===== src/rtl/seven_seg_pkg.sv =====
// Shared 7-segment pattern/code constants and reader FSM states.
// Used by the forward decoder and by seven_seg_reader so both tables stay identical.
package seven_seg_pkg;

    // Active-low patterns, bit i = segment i (bit 0 top, bit 6 middle)
    localparam logic [6:0] SEG_0     = 7'b1000000;
    localparam logic [6:0] SEG_1     = 7'b1111001;
    localparam logic [6:0] SEG_2     = 7'b0100100;
    localparam logic [6:0] SEG_3     = 7'b0110000;
    localparam logic [6:0] SEG_4     = 7'b0011001;
    localparam logic [6:0] SEG_5     = 7'b0010010;
    localparam logic [6:0] SEG_6     = 7'b0000010;
    localparam logic [6:0] SEG_7     = 7'b1011000;
    localparam logic [6:0] SEG_8     = 7'b0000000;
    localparam logic [6:0] SEG_9     = 7'b0010000;
    localparam logic [6:0] SEG_BLANK = 7'b1111111;
    localparam logic [6:0] SEG_DASH  = 7'b0111111;
    localparam logic [6:0] SEG_H     = 7'b0001001;
    localparam logic [6:0] SEG_L     = 7'b1000111;
    localparam logic [6:0] SEG_E     = 7'b0000110;
    localparam logic [6:0] SEG_P     = 7'b0001100;

    localparam logic [3:0] CODE_0     = 4'h0;
    localparam logic [3:0] CODE_1     = 4'h1;
    localparam logic [3:0] CODE_2     = 4'h2;
    localparam logic [3:0] CODE_3     = 4'h3;
    localparam logic [3:0] CODE_4     = 4'h4;
    localparam logic [3:0] CODE_5     = 4'h5;
    localparam logic [3:0] CODE_6     = 4'h6;
    localparam logic [3:0] CODE_7     = 4'h7;
    localparam logic [3:0] CODE_8     = 4'h8;
    localparam logic [3:0] CODE_9     = 4'h9;
    localparam logic [3:0] CODE_BLANK = 4'hA;
    localparam logic [3:0] CODE_DASH  = 4'hB;
    localparam logic [3:0] CODE_H     = 4'hC;
    localparam logic [3:0] CODE_L     = 4'hD;
    localparam logic [3:0] CODE_E     = 4'hE;
    localparam logic [3:0] CODE_P     = 4'hF;

    typedef enum logic [1:0] {
        ST_IDLE,
        ST_SETTLE,
        ST_HOLD
    } state_t;

endpackage


===== src/rtl/seg_pattern_lookup.sv =====
// Combinational inverse 7-seg table: pattern -> {code, err}.
// Unknown patterns report CODE_BLANK with err set.
module seg_pattern_lookup
    import seven_seg_pkg::*;
(
    input  logic [6:0] seg,
    output logic [3:0] code,
    output logic       err
);

    always_comb begin
        // NOTE: defaults first so every path assigns both outputs and no latch is inferred.
        code = CODE_BLANK;
        err  = 1'b0;
        case (seg)
            SEG_0:     code = CODE_0;
            SEG_1:     code = CODE_1;
            SEG_2:     code = CODE_2;
            SEG_3:     code = CODE_3;
            SEG_4:     code = CODE_4;
            SEG_5:     code = CODE_5;
            SEG_6:     code = CODE_6;
            SEG_7:     code = CODE_7;
            SEG_8:     code = CODE_8;
            SEG_9:     code = CODE_9;
            SEG_BLANK: code = CODE_BLANK;
            SEG_DASH:  code = CODE_DASH;
            SEG_H:     code = CODE_H;
            SEG_L:     code = CODE_L;
            SEG_E:     code = CODE_E;
            SEG_P:     code = CODE_P;
            default:   err  = 1'b1;
        endcase
    end

endmodule


===== src/rtl/seven_seg_reader.sv =====
// Monitors a multiplexed active-low 7-seg bus and recovers per-digit codes once stable.
// Optional decimal-point capture is enabled by defining SEVEN_SEG_READER_DP_EN.
module seven_seg_reader
    import seven_seg_pkg::*;
#(
    parameter  int NUM_DIGITS    = 4,
    parameter  int STABLE_CYCLES = 8,
    localparam int IDX_W         = $clog2(NUM_DIGITS)
) (
    input  logic                    clk,
    input  logic                    rst_n,
    input  logic [6:0]              seg_in,
    input  logic [NUM_DIGITS-1:0]   dig_sel_n,
`ifdef SEVEN_SEG_READER_DP_EN
    input  logic                    dp_n,
    output logic [NUM_DIGITS-1:0]   dps,
    output logic                    upd_dp,
`endif
    output logic [4*NUM_DIGITS-1:0] codes,
    output logic [NUM_DIGITS-1:0]   code_err,
    output logic                    upd_valid,
    input  logic                    upd_ready,
    output logic [IDX_W-1:0]        upd_digit,
    output logic [3:0]              upd_code,
    output logic                    upd_err,
    output logic                    frame_valid,
    output logic                    overflow
);

    localparam int CNT_W = $clog2(STABLE_CYCLES + 1);

    logic [6:0]            seg_q, seg_prev;
    logic [NUM_DIGITS-1:0] sel_q, sel_prev;
    logic                  same_sample;
    logic                  sel_valid;
    logic [IDX_W-1:0]      sel_idx;
    logic [3:0]            lk_code;
    logic                  lk_err;

    state_t                state, state_next;
    logic [CNT_W-1:0]      cnt, cnt_next;
    logic                  accept;
    logic [NUM_DIGITS-1:0] seen, seen_set;

    // Input stage plus one older copy for the stability compare
    always_ff @(posedge clk) begin
        if (!rst_n) begin
            seg_q    <= '1;
            sel_q    <= '1;
            seg_prev <= '1;
            sel_prev <= '1;
        end else begin
            // NOTE: non-blocking so *_prev takes the old *_q value, giving a two-deep shift.
            seg_q    <= seg_in;
            sel_q    <= dig_sel_n;
            seg_prev <= seg_q;
            sel_prev <= sel_q;
        end
    end

`ifdef SEVEN_SEG_READER_DP_EN
    logic dp_q, dp_prev;

    always_ff @(posedge clk) begin
        if (!rst_n) begin
            dp_q    <= 1'b1;
            dp_prev <= 1'b1;
        end else begin
            dp_q    <= dp_n;
            dp_prev <= dp_q;
        end
    end

    assign same_sample = (seg_q == seg_prev) && (sel_q == sel_prev) && (dp_q == dp_prev);
`else
    assign same_sample = (seg_q == seg_prev) && (sel_q == sel_prev);
`endif

    always_comb begin
        sel_valid = ($countones(~sel_q) == 1);
        sel_idx   = '0;
        for (int k = 0; k < NUM_DIGITS; k++) begin
            if (!sel_q[k]) sel_idx = IDX_W'(k);
        end
    end

    seg_pattern_lookup u_lookup (
        .seg  (seg_q),
        .code (lk_code),
        .err  (lk_err)
    );

    always_ff @(posedge clk) begin
        if (!rst_n) begin
            state <= ST_IDLE;
            cnt   <= '0;
        end else begin
            state <= state_next;
            cnt   <= cnt_next;
        end
    end

    // cnt counts consecutive identical valid samples; HOLD parks it at STABLE_CYCLES
    always_comb begin
        state_next = state;
        cnt_next   = cnt;
        accept     = 1'b0;
        case (state)
            ST_IDLE: begin
                if (sel_valid) begin
                    state_next = ST_SETTLE;
                    cnt_next   = CNT_W'(1);
                end
            end
            ST_SETTLE: begin
                if (!sel_valid) begin
                    state_next = ST_IDLE;
                    cnt_next   = '0;
                end else if (!same_sample) begin
                    cnt_next = CNT_W'(1);
                end else if (cnt == CNT_W'(STABLE_CYCLES - 1)) begin
                    accept     = 1'b1;
                    state_next = ST_HOLD;
                    cnt_next   = CNT_W'(STABLE_CYCLES);
                end else begin
                    cnt_next = cnt + 1'b1;
                end
            end
            ST_HOLD: begin
                if (!sel_valid) begin
                    state_next = ST_IDLE;
                    cnt_next   = '0;
                end else if (!same_sample) begin
                    state_next = ST_SETTLE;
                    cnt_next   = CNT_W'(1);
                end
            end
            default: begin
                state_next = ST_IDLE;
                cnt_next   = '0;
            end
        endcase
    end

    always_comb begin
        seen_set = seen;
        if (accept) seen_set[sel_idx] = 1'b1;
    end

    always_ff @(posedge clk) begin
        if (!rst_n) begin
            // NOTE: the code bank is a few flops rather than a RAM, so it gets a defined blank reset.
            codes       <= {NUM_DIGITS{CODE_BLANK}};
            code_err    <= '0;
            upd_valid   <= 1'b0;
            upd_digit   <= '0;
            upd_code    <= '0;
            upd_err     <= 1'b0;
            overflow    <= 1'b0;
            seen        <= '0;
            frame_valid <= 1'b0;
        end else begin
            if (accept) begin
                codes[4*sel_idx +: 4] <= lk_code;
                code_err[sel_idx]     <= lk_err;
                upd_valid             <= 1'b1;
                upd_digit             <= sel_idx;
                upd_code              <= lk_code;
                upd_err               <= lk_err;
                if (upd_valid && !upd_ready) overflow <= 1'b1;
            end else if (upd_ready) begin
                upd_valid <= 1'b0;
            end
            frame_valid <= &seen_set;
            seen        <= (&seen_set) ? '0 : seen_set;
        end
    end

`ifdef SEVEN_SEG_READER_DP_EN
    always_ff @(posedge clk) begin
        if (!rst_n) begin
            dps    <= '0;
            upd_dp <= 1'b0;
        end else if (accept) begin
            dps[sel_idx] <= ~dp_q;
            upd_dp       <= ~dp_q;
        end
    end
`endif

endmodule


===== config.mk =====
export PLATFORM = sky130hd
export DESIGN_NAME = seven_seg_reader
export DESIGN_NICKNAME = d
export VERILOG_FILES = /design/src/rtl/seven_seg_pkg.sv /design/src/rtl/seg_pattern_lookup.sv /design/src/rtl/seven_seg_reader.sv
export SDC_FILE = /design/constraint.sdc
export NUM_CORES = 1
export LEC_CHECK = 0
export BUFFER_PORTS_ARGS = -buffer_cell sky130_fd_sc_hd__buf_2
export CAP_MARGIN = 20
export CORE_UTILIZATION = 35
export CTS_BUF_LIST = sky130_fd_sc_hd__clkbuf_8
export DETAILED_ROUTE_END_ITERATION = 8
export GPL_TIMING_DRIVEN = 0
export HOLD_SLACK_MARGIN = 0.03
export PLACE_DENSITY = 0.62
export REMOVE_ABC_BUFFERS = 1
export SLEW_MARGIN = 0
export SYNTH_ARGS = -nofsm -noshare
export SYNTH_HDL_FRONTEND = slang
export SYNTH_SLANG_ARGS = --single-unit

===== constraint.sdc =====
create_clock -name clk -period 6.72 [get_ports clk]
set_input_delay 1.008 -clock clk [delete_from_list [all_inputs] [get_ports clk]]
set_output_delay 1.008 -clock clk [all_outputs]
set_load 0.02 [all_outputs]

==> flow_metrics.tcl, run 1 <==
set metrics [dict create \
    first_global_vias 2198 \
    p_leak_nw 1.401 \
    drt-vias-per-instance 5.168 \
    fmax_ghz 0.2658 \
    crit_family "simple AND/OR/NAND/NOR gates" \
    reg2reg_slack_ns 2.96 \
    power_density_nw_per_um2 237.6 \
    drt-pass1-iter-count 4 \
    start_util_pct 35.98 \
    die_y_um 93.68 \
    synth_edf_count 0 \
    grtUsageTotal_pct 16.22 \
    cts.htree.levels 3 \
    critical_path_class "reg2reg" \
    reg2reg_depth 10 \
    synth.distinct_cells 66 \
    layout_common_cells "dfxtp_1 (62), buf_2 (44), nand2_1 (28)" \
    startpoint "sel_q[1]$_SDFF_PN1_" \
    p_int_w 0.0005956 \
    rsz0062_at_grt "no" \
    switching_share_pct 25.16 \
    grt_max_degree 45 \
    ios 44 \
    cp_common_cell "ha_1" \
    synth_ff_type "dfxtp_1" \
    ys_seq_elements 62 \
    power_frac_seq_pct 49.4 \
    relSlewSlack_pct 48.31 \
    clkPwrFrac_pct 41.4 \
    cts_buffer_depth 2 \
    layout_commonest_cell "dfxtp_1" \
    finalCritPeriodShare_pct 55.99 \
    avgSynthCellArea_um2 9.192 \
    yosysTopAreaCell "dfxtp_1" \
    required_ns 6.96 \
    power_w 0.0007958 \
    drcViolationCount 0 \
    post_cts_buffers 0 \
    postSynthCellCount 320 \
    core_area_um2 8175 \
    crit_cells 10 \
    final_hold_viol_count 0 \
    cts_inserted_buffers 9 \
    cp_max_fo 14 \
    syn_area_um2 2942 \
    endpoint_kind "flop" \
    insertion_delay_ns 0.34 \
    worst_slew_pin_slew_ns 0.7656 \
    startpoint_type "flop" \
    regToRegEndpoint "seen[0]$_SDFF_PP0_" \
    cp_slowest_cell "dfxtp_1" \
    p_sw_w 0.0002002 \
    cts_root_buf "clkbuf_8" \
    synth_top_area_share_pct 42.19 \
    via_count 2367 \
    place_congestion 0.7777 \
    nets 367 \
    first_iter_violations 99 \
    cts_tree "built" \
    num_rows 33 \
    async_reset_ff_share_pct 0 \
    yosysWarnings 0 \
    synth_seq_area_share_pct 42.19 \
    portBuffers 43 \
    antennaDiodeCount 0 \
    grt_pass1_wl_um 10870 \
    die_x_um 93.68 \
    peakVddDrop_mv 0.1017 \
    dp_hpwl_um 4372 \
    period_minus_slack_ns 3.763 \
    setup_tns_ns 0 \
    cts_resized 0 \
    path_cells "fa_1 > inv_1 > ha_1 > ha_1 > or3b_1 > nor3_1 > nand4_1 > o31a_1 > o21a_1 > and2_1" \
    antenna_left 0 \
    hp-class "reg2reg" \
    clock-sinks 62 \
    routed_wl_um 6445 \
    skew_ns 0.008337 \
    layout.cells.non_filler 458 \
    place_inst 443 \
    p_comb_share_pct 9.2 \
    hold_ws_ns 0.4501 \
    grt_overflow 0 \
    max_stage_delay_ns 0.62 \
    outcome "complete, no violations" \
    drive_gt1_share_pct 20.96 \
    n_fill_cell 843 \
    synth_area_leaders "dfxtp_1 (42%), nand2b_1 (4.9%), nand2_1 (3.6%)" \
    clkTransAtPathRegs_ns 0.07 \
    drv_slew 0 \
    postCtsHoldBufs 0 \
    wl_per_cell_um 14.07 \
    place_ws_ns 2.980 \
    finalSetupViolations 0 \
    fin_ws_ns 2.957 \
    drv_cap 0 \
    antenna_found_initial 0 \
    critPathArrivalTime_ns 4.00 \
    crit-reg2reg-launch "sel_q[1]$_SDFF_PN1_" \
    die_area_um2 8775 \
    area_growth_pct 13.87 \
    cp.buffers_inverters 1 \
    cp-endpoint "seen[0]$_SDFF_PP0_" \
]
synth_stat cells (4+ instances only):
cell and number:
o21ai_1 6, nand2_1 28, buf_2 6, o21ai_0 4
nand3_1 8, and3_1 5, nor2_1 22, clkbuf_1 12
nor2b_1 5, xor2_1 11, inv_1 9, a31oi_1 6
dfxtp_1 62, mux2i_1 6, o21a_1 4, nand4_1 5
xnor2_1 4, a21oi_1 10, nand2b_1 23, buf_6 4
nor3_1 9
power by group through the flow:
| stage | logic [W] | clock network, W | registers (W) |
|---|---|---|---|
| after floorplan | 0.0000545 | 0 | 0.000396 |
| after global placement | 0.0000709 | 0 | 0.000401 |
| after detailed placement | 0.0000733 | 0 | 0.000401 |
| after CTS | 0.0000739 | 0.000339 | 0.000393 |
| after global routing | 0.0000821 | 0.000357 | 0.000395 |
| final | 0.0000731 | 0.000330 | 0.000393 |
state kept, by name, summed over array words and instances, names as in the netlist:
name,cells
frame_valid,1
cnt,4
state,2
upd_digit,2
upd_valid,1
overflow,1
sel_q,4
seen,4
codes,16
seg_prev,7
sel_prev,4
upd_code,4
code_err,4
upd_err,1
seg_q,7
cell type report:
cell class              instances  area [µm²]  area share [%]
multi-input cells             223        1524           45.50
flip-flops and latches         62        1241           37.06
repair buffers                 44       220.2           6.575
clock buffers                  11       151.4           4.520
well taps                     105       131.4           3.922
clock inverters                 4       47.55           1.420
inverters                       9       33.78           1.009
tightest hold or removal path, cell delays in order, from the launching register on:
cell and delay [ns]:
dfxtp_1 0.31, nand2_1 0.05, a21oi_1 0.05
per-layer routing:
metal | vias to the layer above | wire length [µm] | track usage (%) | share of wire (%)
met4 | 0 | 104 | 5.897 | 1.6
met2 | 57 | 2982 | 25.37 | 46
li1 | 1189 | - | - | -
met3 | 11 | 327 | 5.502 | 5.1
met1 | 1110 | 3030 | 20.67 | 47
met5 | - | 0 | 0 | 0
kinds of logic (layout without fill, tap and decap cells):
kind of cell    Yosys count  after routing  synth area share, %
simple gates            135            135                27.44
fa+ha+maj                 5              5                2.297
mux                       7              7                2.425
flops                    62             62                42.19
compound gates           61             61                15.19
buf+inv                  35             68                5.997
xor+xnor                 15             15                4.466
per-stage QoR:
step | cell area, µm² | utilization (%)
6_report | 3349 | 40.97
3_3_place_gp | 3146 | 38.48
3_5_place_dp | 3151 | 38.54
4_1_cts | 3349 | 40.97
2_1_floorplan | 2799 | -
5_1_grt | 3349 | 40.97
how the worst min path moves through the flow:
stage / start / end / cells past startpoint / slack [ns]
after CTS: codes[14]$_SDFFE_PN0P_ / codes[14]$_SDFFE_PN0P_ / 2 / 0.45
after global routing: codes[14]$_SDFFE_PN0P_ / codes[14]$_SDFFE_PN0P_ / 2 / 0.47
final: codes[14]$_SDFFE_PN0P_ / codes[14]$_SDFFE_PN0P_ / 2 / 0.45
after detailed placement: codes[14]$_SDFFE_PN0P_ / codes[14]$_SDFFE_PN0P_ / 2 / 0.44
after floorplan: seen[3]$_SDFF_PP0_ / seen[3]$_SDFF_PP0_ / 2 / 0.44
after global placement: upd_code[0]$_SDFFE_PN0N_ / upd_code[0]$_SDFFE_PN0N_ / 2 / 0.44
Note: power is estimated with default switching activity, not from simulation.
==> run 2, diff against run 1 <==
- clock period: 6.72 -> 3.8 ns (I/O delays scaled with it)
==> run 2 against run 1 <==
- sequential share of layout area fell by 0.17 points
- count of clock-buffer cells in the layout is the same
- register-to-register slack worse by 2.6 ns
- via count rose by 0.89%
- clock power rose by 77%
- power up 77%
- combinational power up 76%
- die area is the same
- core utilization up 0.18 points
- hold slack worse by 0.044 ns
- critical endpoint is now codes[5]$_SDFFE_PN1P_
==> flow_metrics.tcl, run 2 (synthesized netlist as in run 1, its figures left out) <==
set metrics [dict create \
    outcome "complete, no violations" \
    drt-pass1-iter-count 4 \
    final_hold_viol_count 0 \
    die_x_um 93.68 \
    reg_top3 "codes (16), seg_prev (7), seg_q (7)" \
    drive_gt1_share_pct 21.41 \
    num_rows 33 \
    layout_commonest_cell "dfxtp_1" \
    rsz0062_at_grt "no" \
    place_area_um2 3151 \
    grt_max_degree 45 \
    power_density_nw_per_um2 418.3 \
    ios 44 \
    start_util_pct 35.98 \
    layout_common_cells "dfxtp_1 (62), buf_2 (44), nand2_1 (28)" \
    grt_overflow 0 \
    first_iter_violations 115 \
    cp_slowest_cell "dfxtp_1" \
    p_leak_nw 1.410 \
    wl_per_cell_um 14.01 \
    startpoint_type "flop" \
    relSlewSlack_pct 48.35 \
    clkTransAtPathRegs_ns 0.06 \
    worst_slew_pin_slew_ns 0.7651 \
    finalCritPeriodShare_pct 89.78 \
    cp_max_fo 11 \
    cts.htree.levels 3 \
    max_stage_delay_ns 0.61 \
    cts_tree "built" \
    fmax_ghz 0.2931 \
    endpoint_kind "flop" \
    post_cts_buffers 0 \
    required_ns 4.00 \
    core_area_um2 8175 \
    postCtsHoldBufs 0 \
    drv_cap 0 \
    cts_root_buf "clkbuf_8" \
    layout.cells.non_filler 460 \
    drv_slew 0 \
    period_minus_slack_ns 3.412 \
    via_count 2388 \
    peakVddDrop_mv 0.1796 \
    critPathArrivalTime_ns 3.61 \
    fin_util_pct 41.15 \
    nets 369 \
    cts_resized 0 \
    cp_common_cell "ha_1" \
    setup_tns_ns 0 \
    skew_ns 0.008146 \
    finalSetupViolations 0 \
    portBuffers 43 \
    dp_hpwl_um 4372 \
    first_global_vias 2198 \
    stdcell_area_um2 3364 \
    antenna_found_initial 0 \
    path_cells "fa_1 > inv_1 > ha_1 > ha_1 > or3b_1 > nor3_1 > and4_1 > nand2_1 > a2111oi_1 > o21ai_1" \
    drcViolationCount 0 \
    drt-vias-per-instance 5.191 \
    largest_reg_flops 16 \
    grt_pass1_wl_um 10870 \
    cts_buffer_depth 2 \
    antenna_left 0 \
    cts_inserted_buffers 9 \
    area_growth_pct 14.38 \
    die_y_um 93.68 \
    antennaDiodeCount 0 \
    clock-sinks 62 \
    place_congestion 0.7777 \
    largest-register "codes" \
    place_inst 443 \
    critical_path_class "reg2reg" \
    hp-class "in2reg" \
    grtUsageTotal_pct 16.22 \
    die_area_um2 8775 \
    insertion_delay_ns 0.34 \
    routed_wl_um 6444 \
    hold_ws_ns 0.4061 \
]
run 2: cell type report:
class | instances | area [µm²]
flip-flops and latches | 62 | 1241
clock inverters | 4 | 47.55
well taps | 105 | 131.4
multi-input cells | 223 | 1524
clock buffers | 11 | 151.4
fillers | 843 | 4811
inverters | 9 | 33.78
repair buffers | 46 | 235.2
run 2: through the flow:
stage	total power [W]	worst slack, ns
2_1_floorplan	0.0007969	0.6251
3_3_place_gp	0.0008341	0.06892
3_5_place_dp	0.0008389	0.06018
4_1_cts	0.001425	0.01330
5_1_grt	0.001476	0.1312
6_report	0.001407	0.3884
run 2: per-layer routing:
layer / track usage (%) / wire length [µm]
met1: 20.67 / 3088
met2: 25.37 / 2971
met3: 5.502 / 279
met4: 5.897 / 106
met5: 0 / 0
run 2: report_power, final:
group	switching, W	internal, W	total (W)	leakage (nW)
combinational	0.0000733	0.0000554	0.000129	0.798
sequential	0.0000294	0.000665	0.000695	0.506
clock	0.000251	0.000333	0.000584	0.107
total	0.000354	0.00105	0.00141	1.41
run 2: path summary, 6_finish.rpt:
path	end	from	cells after the start	slack (ns)
worst max-delay path	codes[5]$_SDFFE_PN1P_	sel_q[1]$_SDFF_PN1_	10	0.39
worst min-delay path	seg_q[6]$_SDFF_PN1_	seg_in[6]	2	0.41
worst max register to register	codes[5]$_SDFFE_PN1P_	sel_q[1]$_SDFF_PN1_	10	0.39
worst min register to register	codes[14]$_SDFFE_PN0P_	codes[14]$_SDFFE_PN0P_	2	0.45
run 2: worst max-delay path: cells and delay by family (launching register included):
family,cells,cell delay [ns]
simple gates,4,1.24
fa+ha+maj,3,0.88
compound gates,2,0.48
buf+inv,1,0.06
flops,1,0.61
